==> src/rtl/im_arbiter.sv <==
// Shares the single-port instruction/dictionary RAM between the CPU fetch port and the host loader.
// The CPU has fixed priority, the loader has a starvation guard, and protected code-region writes are rejected.
module im_arbiter #(
  parameter int ADDR_W       = 12,
  parameter int DATA_W       = 16,
  parameter int CODE_TOP     = 2048,
  parameter int STARVE_LIMIT = 8
) (
  input  logic              clk,
  input  logic              reset,
  input  logic              cpu_req,
  input  logic [15:0]       cpu_addr,
  output logic              cpu_gnt,
  output logic              cpu_stall,
  output logic [DATA_W-1:0] cpu_rdata,
  output logic              cpu_valid,
  input  logic              ld_req,
  input  logic              ld_we,
  input  logic [ADDR_W-1:0] ld_addr,
  input  logic [DATA_W-1:0] ld_wdata,
  input  logic              code_wp,
  output logic              ld_gnt,
  output logic [DATA_W-1:0] ld_rdata,
  output logic              ld_valid,
  output logic              ld_err,
  output logic              mem_en,
  output logic              mem_we,
  output logic [ADDR_W-1:0] mem_addr,
  output logic [DATA_W-1:0] mem_wdata,
  input  logic [DATA_W-1:0] mem_rdata
);

  localparam int                CNT_W      = $clog2(STARVE_LIMIT + 1);
  localparam logic [CNT_W-1:0]  LIMIT      = CNT_W'(STARVE_LIMIT);
  localparam logic [CNT_W-1:0]  CNT_ONE    = CNT_W'(1);
  localparam logic [ADDR_W:0]   CODE_TOP_W = (ADDR_W + 1)'(CODE_TOP);

  typedef enum logic {OWN_CPU = 1'b0, OWN_LD = 1'b1} owner_t;

  logic [CNT_W-1:0]  r_starve_cnt;
  owner_t            r_owner;
  logic              r_rd_pend;
  logic              r_ld_err;
  logic [DATA_W-1:0] r_cpu_rdata;
  logic [DATA_W-1:0] r_ld_rdata;

  logic w_starved;
  logic w_ld_win;
  logic w_cpu_win;
  logic w_protected;
  logic w_ld_reject;
  logic w_unused;

  // PC byte offset and bits above the RAM window carry no RAM address information.
  assign w_unused = ^{cpu_addr[15:ADDR_W+1], cpu_addr[0]};

  // Arbitration decision for the current slot.
  always_comb begin
    w_starved   = (r_starve_cnt == LIMIT);
    w_ld_win    = ld_req & (~cpu_req | w_starved);
    w_cpu_win   = cpu_req & ~w_ld_win;
    w_protected = code_wp & ({1'b0, ld_addr} < CODE_TOP_W);
    w_ld_reject = w_ld_win & ld_we & w_protected;
  end

  // Grants and RAM command; a rejected write consumes the slot but leaves the RAM idle.
  always_comb begin
    cpu_gnt   = ~reset & w_cpu_win;
    ld_gnt    = ~reset & w_ld_win;
    cpu_stall = cpu_req & ~cpu_gnt;
    mem_en    = ~reset & (w_cpu_win | (w_ld_win & ~w_ld_reject));
    mem_we    = ~reset & w_ld_win & ld_we & ~w_ld_reject;
    mem_wdata = ld_wdata;
    if (w_ld_win) begin
      mem_addr = ld_addr;
    end else begin
      mem_addr = cpu_addr[ADDR_W:1];
    end
  end

  // Response routing uses the owner/op captured at issue, never the current grant.
  always_comb begin
    cpu_valid = ~reset & r_rd_pend & (r_owner == OWN_CPU);
    ld_valid  = ~reset & r_rd_pend & (r_owner == OWN_LD);
    ld_err    = ~reset & r_ld_err;
    if (cpu_valid) begin
      cpu_rdata = mem_rdata;
    end else begin
      cpu_rdata = r_cpu_rdata;
    end
    if (ld_valid) begin
      ld_rdata = mem_rdata;
    end else begin
      ld_rdata = r_ld_rdata;
    end
  end

  // Starvation counter, issue tags and held read data.
  always_ff @(posedge clk) begin
    if (reset) begin
      r_starve_cnt <= '0;
      r_owner      <= OWN_CPU;
      r_rd_pend    <= 1'b0;
      r_ld_err     <= 1'b0;
      r_cpu_rdata  <= '0;
      r_ld_rdata   <= '0;
    end else begin
      if (~ld_req | w_ld_win) begin
        r_starve_cnt <= '0;
      end else if (~w_starved) begin
        r_starve_cnt <= r_starve_cnt + CNT_ONE;
      end else begin
        r_starve_cnt <= r_starve_cnt;
      end

      if (mem_en) begin
        r_owner <= w_ld_win ? OWN_LD : OWN_CPU;
      end else begin
        r_owner <= r_owner;
      end

      r_rd_pend <= mem_en & ~mem_we;
      r_ld_err  <= w_ld_reject;

      if (cpu_valid) begin
        r_cpu_rdata <= mem_rdata;
      end else begin
        r_cpu_rdata <= r_cpu_rdata;
      end
      if (ld_valid) begin
        r_ld_rdata <= mem_rdata;
      end else begin
        r_ld_rdata <= r_ld_rdata;
      end
    end
  end

endmodule
==> config.mk <==
export PLATFORM = sky130hd
export DESIGN_NAME = im_arbiter
export DESIGN_NICKNAME = d
export VERILOG_FILES = /design/src/rtl/im_arbiter.sv
export SDC_FILE = /design/constraint.sdc
export NUM_CORES = 1
export LEC_CHECK = 0
export CAP_MARGIN = 30
export CORE_MARGIN = 2
export CORE_UTILIZATION = 35
export CTS_CLUSTER_DIAMETER = 30
export DETAILED_ROUTE_END_ITERATION = 12
export GPL_TIMING_DRIVEN = 0
export PLACE_DENSITY = 0.8
export SLEW_MARGIN = 40
export SYNTH_ARGS = -nofsm -noshare
export SYNTH_HDL_FRONTEND = slang
export SYNTH_SLANG_ARGS = --single-unit
==> constraint.sdc <==
create_clock -name clk -period 2.4 [get_ports clk]
set_clock_uncertainty 0.2 [all_clocks]
set_input_delay 0.48 -clock clk [delete_from_list [all_inputs] [get_ports clk]]
set_output_delay 0.48 -clock clk [all_outputs]
set_load 0.02 [all_outputs]
==> run summary, run 1 <==
Status - finished with violations
Violated checks - setup timing
Die Y - 78.61 um
Net count after synthesis - 240
Ant. Diodes - 0
Max-Cap Viols - 0
I/O pin cnt - 134
Pwr Total - 1481 uW
Most common cell after layout, fill and taps aside - clkdlybuf4s50_1
Synth cell types - 27
# DRC - 0
Slowest cell on crit path - dfxtp_2
Final period util - 1.069
Die area - 6179 um^2
Vias in the first global route - 1784
PD cells - 433.4 nW/um^2
Share of layout cells above drive strength 1 - 0.4476
First-pass GRT wire length - 7900 um
Unrepaired setup endpoints after global routing - yes
Largest family of logic cells by synthesized area - multiplexers
Area Overhead vs Synth - 75.47%
Most frequent cells in the layout - clkdlybuf4s50_1 (59), buf_4 (39), dfxtp_1 (35)
Synthesized flop and latch total - 39
Pre-CTS setup slack - -0.9522 ns
CP cell instances - inv_2 -> ha_4 -> nand3b_1 -> a21boi_1 -> buf_4 -> buf_6 -> buf_6 -> mux2_4 -> buf_6
Fillcell total - 446
Fmax - 389.7 MHz
Max IR drop VDD - 183.2 uV
Mapped Cells - 172
Row Count - 27
Routability cong. - 0.6914
Mux cell area share after synthesis - 0.2717
Final Instance Area - 3418 um^2
Synth Area in Simple Gates - 0.1805
Iter 0 DRT Violations - 27
Global route overflow - 0
Starting Density - 0.3582
Crit end category - output port
Core Region - 5439 um^2
DP Wirelength - 3689 um
Critical path type - reg2out
Sink Count - 39
CTS tree - done
# setup viols final - 17
Max H-tree Level - 2
Setup TNS - -1.869 ns
Complex-gate fraction of the synthesized area - 0.02441
Fin nets - 384
CTS clock-pin slew for the worst setup and hold paths - 0.07 ns
Critical path buffers and inverters - 5
Clock Path Buffers - 2
Dpl cell area - 3169 um^2
Setup WS post-layout - -0.1659 ns
Yosys warns - 0
Leak - 0.001672 uW
Post-Syn Area - 1948 um^2
Worst-path fanout max - 5
DR WL/cell - 13.69 um
Initial antenna violation count - 0
CTS Root Cell - clkbuf_8
CP max stage delay - 0.33 ns
Crit-path most repeated cell - buf_6
Post-synthesis sequential area ratio - 0.4008
Cts bufs inserted - 5
Hold_ws - 0.3231 ns
Min-Delay Path Class - reg2reg
Number of port buffers - 113
Arr. time, crit path - 1.89 ns
DR pass1 iterations - 4
Final min period - 2.566 ns
# hold bufs at CTS - 0
Final Routed Wirelength - 5298 um
Delay-heaviest family, CP - buffers and inverters
WP data required - 1.72 ns
Final Max Tran Viols - 0
Slew HR - 0.6301
Worst slew pin tran - 0.5548 ns
Largest net degree at the start of global routing - 11
Die span in x - 78.61 um
Latest clock arrival within the worst-skew pair - 0.28 ns
DR vias - 1728
Final ANT Viol Nets - 0
Fin. Hold Viols - 0
Tot GR Track Use - 0.1653
Adder-cell share of the synthesized area - 0.01285
Vias/cell - 4.465
Setup crit start kind - flop
Xor/xnor share of the synthesized area - 0.008992
Avg Cell Area, Syn - 11.33 um^2
-- path summary, 6_finish.rpt --
| check | startpoint | depth (start not counted) | slack, ns | end |
|---|---|---|---|---|
| min | r_starve_cnt[0] | 2 | 0.32 | r_starve_cnt[0] |
| max reg2reg | r_starve_cnt[1] | 13 | 0.05 | r_owner |
| max | r_starve_cnt[1] | 9 | -0.17 | mem_addr[10] |
| min reg2reg | r_starve_cnt[0] | 2 | 0.32 | r_starve_cnt[0] |
-- worst min-delay path: cells and delay by family, from the launching register on --
kind,cells,cell delay (ns)
AND/OR/NAND/NOR,1,0.04
flip-flops,1,0.34
buffers and inverters,1,0.11
-- cell usage after synthesis, drive strengths merged --
cell     instances  area (um^2)
a21boi           1        7.510
a21oi            2        10.01
o21a             1        7.510
inv              4        15.01
buf             20        166.4
nand4b           1        8.760
nor2b           21        131.4
a2111oi          1        8.760
nor3b            3        33.78
and3             1        6.260
nor2             5        18.77
o21bai           1        7.510
nand3b           3        35.03
ha               2        25.02
xnor2            1        8.760
dfxtp           39        780.8
xor2             1        8.760
a31oi            1        6.260
nand3            1        5.000
clkbuf           4        15.01
and2b           15        112.6
mux2            44        529.3
-- power breakdown --
group	internal (uW)	switching, uW	total (uW)
registers	664	6.17	670
logic	239	180	419
clock network	193	198	392
total	1100	385	1480
-- flip-flops by register name, summed over array words and instances (netlist names) --
name          count
r_cpu_rdata      16
r_ld_rdata       16
r_starve_cnt      4
r_ld_err          1
r_owner           1
r_rd_pend         1
-- metrics by stage --
step,util,cells
finish,0.6285,387
global route,0.6285,387
CTS,0.6239,383
detailed placement,0.5827,357
global placement,0.5827,357
floorplan,-,172
-- per-layer routing --
| layer | track usage | share of wire | vias to the layer above |
|---|---|---|---|
| met1 | 0.1770 | 0.37 | 783 |
| li1 | - | - | 845 |
| met5 | 0 | 0 | - |
| met3 | 0.06897 | 0.095 | 8 |
| met4 | 0.05263 | 0.014 | 0 |
| met2 | 0.2932 | 0.52 | 92 |
-- final cells by class --
cell class	instances	area [um^2]	area share
Clock buffer	6	72.57	0.02123
Multi-Input combinational cell	105	1056	0.3089
Buffer	24	190.2	0.05564
Inverter	4	15.01	0.004392
Sequential cell	39	785.8	0.2299
Tap cell	72	90.09	0.02635
Timing Repair Buffer	137	1209	0.3536
-- cells by family (layout without fill, tap and decap cells) --
logic type      Yosys count  after routing
compound gates            7              7
simple gates             50             50
mux                      44             44
buf+inv                  28            171
xor+xnor                  2              2
fa+ha+maj                 2              2
flops                    39             39
-- what timing repair did --
| item | 4_1_cts | 5_1_grt |
|---|---|---|
| buffers inserted | 19 | 5 |
| gates resized for setup | 178 | 35 |
| setup endpoints to repair | 52 | 40 |
| gates cloned | 1 | 0 |
| pin swaps | 3 | 4 |
No activity file was read; power rests on OpenSTA's default activity.
==> run 2, diff against run 1 <==
Settings changed: CTS_CLUSTER_SIZE from default to 25.
==> results of run 2 <==
Same layout as run 1: the final DEF is identical, and so are final timing and power.
==> run 3, diff against run 2 <==
Settings changed: ABC_AREA from default to 1, PLACE_DENSITY 0.8 to 0.75.
==> run 3 against run 2 <==
The flow finishes with violations (DRC). Sequential power up 3%. First-iteration DRC count rose to 3.9 times the previous value. Via count up 40%. Sequential cell count unchanged. Count of clock-buffer cells in the layout unchanged. Synthesized cell count up 91%. Non-clock buffer count down 14. Core utilization down 6.3 points. Global-route usage up 1.3 points.
==> run summary, run 3 <==
Status - finished with violations
Violated checks - DRC
Global route overflow - 0
# hold bufs at CTS - 0
# DRC - 9
Final min period - 2.335 ns
Starting Density - 0.3645
PD cells - 472.8 nW/um^2
Die span in x - 85.79 um
Fmax - 428.2 MHz
Largest regs - r_cpu_rdata x16, r_ld_rdata x16, r_starve_cnt x4
Capture point of the worst reg-to-reg path - r_ld_rdata[11]
Final Max Tran Viols - 0
Pre-CTS setup slack - -0.6990 ns
Top cells by count, synth - inv_1 (91), nand2_1 (75), dfxtp_1 (39), a21oi_1 (35)
Avg Cell Area, Syn - 7.115 um^2
Mapped Cells - 329
CP cell instances - clkdlybuf4s15_2 -> nor2_4 -> buf_4 -> nand2_4 -> buf_6 -> nand2_1 -> inv_1 -> a21oi_1 -> buf_4
Post-Syn Area - 2341 um^2
Clock Path Buffers - 2
Synth top area share - 0.3335
Latest clock arrival within the worst-skew pair - 0.29 ns
Final ANT Viol Nets - 0
Unrepaired setup endpoints after global routing - yes
Vias/cell - 4.563
Area contributors post-synth - dfxtp_1 (33%), inv_1 (15%), a211oi_2 (12%)
Max-Cap Viols - 0
Largest net degree at the start of global routing - 13
Post-synth EDFFs - 0
Final Routed Wirelength - 6664 um
Iter 0 DRT Violations - 105
Area Overhead vs Synth - 55.16%
Final Instance Area - 3632 um^2
Pwr Total - 1717 uW
Leak - 0.001823 uW
Cts bufs inserted - 5
Crit path capture - ld_rdata[5]
CTS clock-pin slew for the worst setup and hold paths - 0.08 ns
Yosys top cell by area - dfxtp_1
Crit end category - output port
Synth Flop Type - dfxtp_1
I/O pin cnt - 134
Initial antenna violation count - 0
Core Region - 6422 um^2
Die area - 7359 um^2
CP max stage delay - 0.23 ns
First-pass GRT wire length - 10430 um
Routability cong. - 0.7552
Worst slew pin tran - 0.3051 ns
Max H-tree Level - 2
DR pass1 iterations - 10
Slew HR - 0.7966
Min-Delay Path Class - reg2reg
Ant. Diodes - 0
Fin. Hold Viols - 0
Slowest cell on crit path - clkdlybuf4s15_2
Delay-heaviest family, CP - buffers and inverters
Critical path type - in2out
Final period util - 0.9730
Critical path startpoint - reset
DP Wirelength - 5006 um
Critical path buffers and inverters - 5
Vias in the first global route - 2408
Max IR drop VDD - 227.7 uV
R2R cell count - 8
Number of cells on the critical path - 9
WP data required - 1.72 ns
Most frequent cells in the layout - inv_1 (90), nand2_1 (72), clkdlybuf4s50_1 (58)
Count leader, synth - inv_1
Tot GR Track Use - 0.1782
Synthesized flop and latch total - 39
Asr flop ratio synth - 0
Row Count - 29
Final core utilization - 0.5656
Arr. time, crit path - 1.66 ns
Reg2reg setup slack - 0.95 ns
Crit-path most repeated cell - buf_4
Share of layout cells above drive strength 1 - 0.2819
CTS Root Cell - clkbuf_8
Setup crit start kind - input pin
Net count after synthesis - 397
Sink Count - 39
# setup viols final - 0
Most common cell after layout, fill and taps aside - inv_1
Die Y - 85.79 um
Fin nets - 521
Critical R2R Launch - r_rd_pend
Setup WS post-layout - 0.06473 ns
DR vias - 2423
Post-synthesis sequential area ratio - 0.3335
Synth cell types - 22
Number of port buffers - 113
DR WL/cell - 12.55 um
Yosys warns - 0
CTS tree - done
Worst-path fanout max - 10
Dpl cell area - 3568 um^2
==> run 3: cell types whose count changed in the layout (fill, tap and decap cells not counted), sizes merged, moves of 9 or more <==
cell,before,now
a211oi,0,32
mux2,44,0
a21oi,2,35
inv,4,93
nor2b,21,0
nand2,0,78
dlygate4sd2,19,10
and2b,15,0
==> run 3: cell families after synthesis <==
kind of cell / count (synthesis) / share of synthesized area
DFF: 39 / 0.3335
buffers and inverters: 123 / 0.2485
adders and majority gates: 2 / 0.01069
xor gates and xnor gates: 2 / 0.007484
AOI/OAI and AO/OA: 68 / 0.2288
and+or+nand+nor: 95 / 0.1710
==> run 3: power breakdown <==
part	switching (uW)	total, uW	internal, uW
Sequential	10.5	690	679
Combinational	326	585	259
Clock	240	443	203
==> run 3: how the worst min path moves through the flow <==
stage | to | slack [ns] | depth (start not counted) | start
detailed placement | r_starve_cnt[0] | 0.25 | 1 | r_starve_cnt[0]
finish | r_starve_cnt[0] | 0.23 | 1 | r_starve_cnt[0]
floorplan | r_starve_cnt[0] | 0.23 | 1 | r_starve_cnt[0]
global placement | r_starve_cnt[0] | 0.25 | 1 | r_starve_cnt[0]
CTS | r_starve_cnt[0] | 0.23 | 1 | r_starve_cnt[0]
global route | r_starve_cnt[0] | 0.25 | 1 | r_starve_cnt[0]
==> run 3: per-stage QoR <==
step | setup TNS [ns] | std cells | hold slack (ns)
after global placement | -28.02 | 519 | 0.2462
after global routing | -0.009326 | 531 | 0.2532
after CTS | -0.01146 | 529 | 0.2324
after floorplan | 0 | 329 | 0.2297
final | 0 | 531 | 0.2279
after detailed placement | -29.18 | 519 | 0.2511
==> run 3: area by class of cell <==
type | count | area (um^2)
Buffer | 30 | 259.0
Clock buffer | 6 | 72.57
Inverter | 93 | 354.1
Tap cell | 77 | 96.34
Timing Repair Buffer | 117 | 1003
Multi-Input combinational cell | 167 | 1051
Clock inverter | 2 | 12.51
Fill cell | 627 | 2790
Sequential cell | 39 | 783.3
==> run 3: routing by layer <==
layer  part of all wire  GRT usage  vias up
met5                  0          0        -
met4              0.018    0.06782        0
met3              0.075    0.05197       10
met2               0.53     0.3359       94
met1               0.37     0.1847     1090
li1                   -          -     1229
==> run 3: timing repair <==
item	in CTS	in global routing
endpoints found under the hold margin	0	0
pin swaps	2	2
endpoints found under the setup margin	52	36
resized for setup	178	51
buffers inserted	2	2
==> run 3: worst reg2reg max path, delay by kind of cell, from the launching register on <==
family,cells,cell delay [ns]
AO/OA/AOI/OAI,1,0.15
AND/OR/NAND/NOR,3,0.28
buffers and inverters,4,0.43
flip-flops,1,0.33
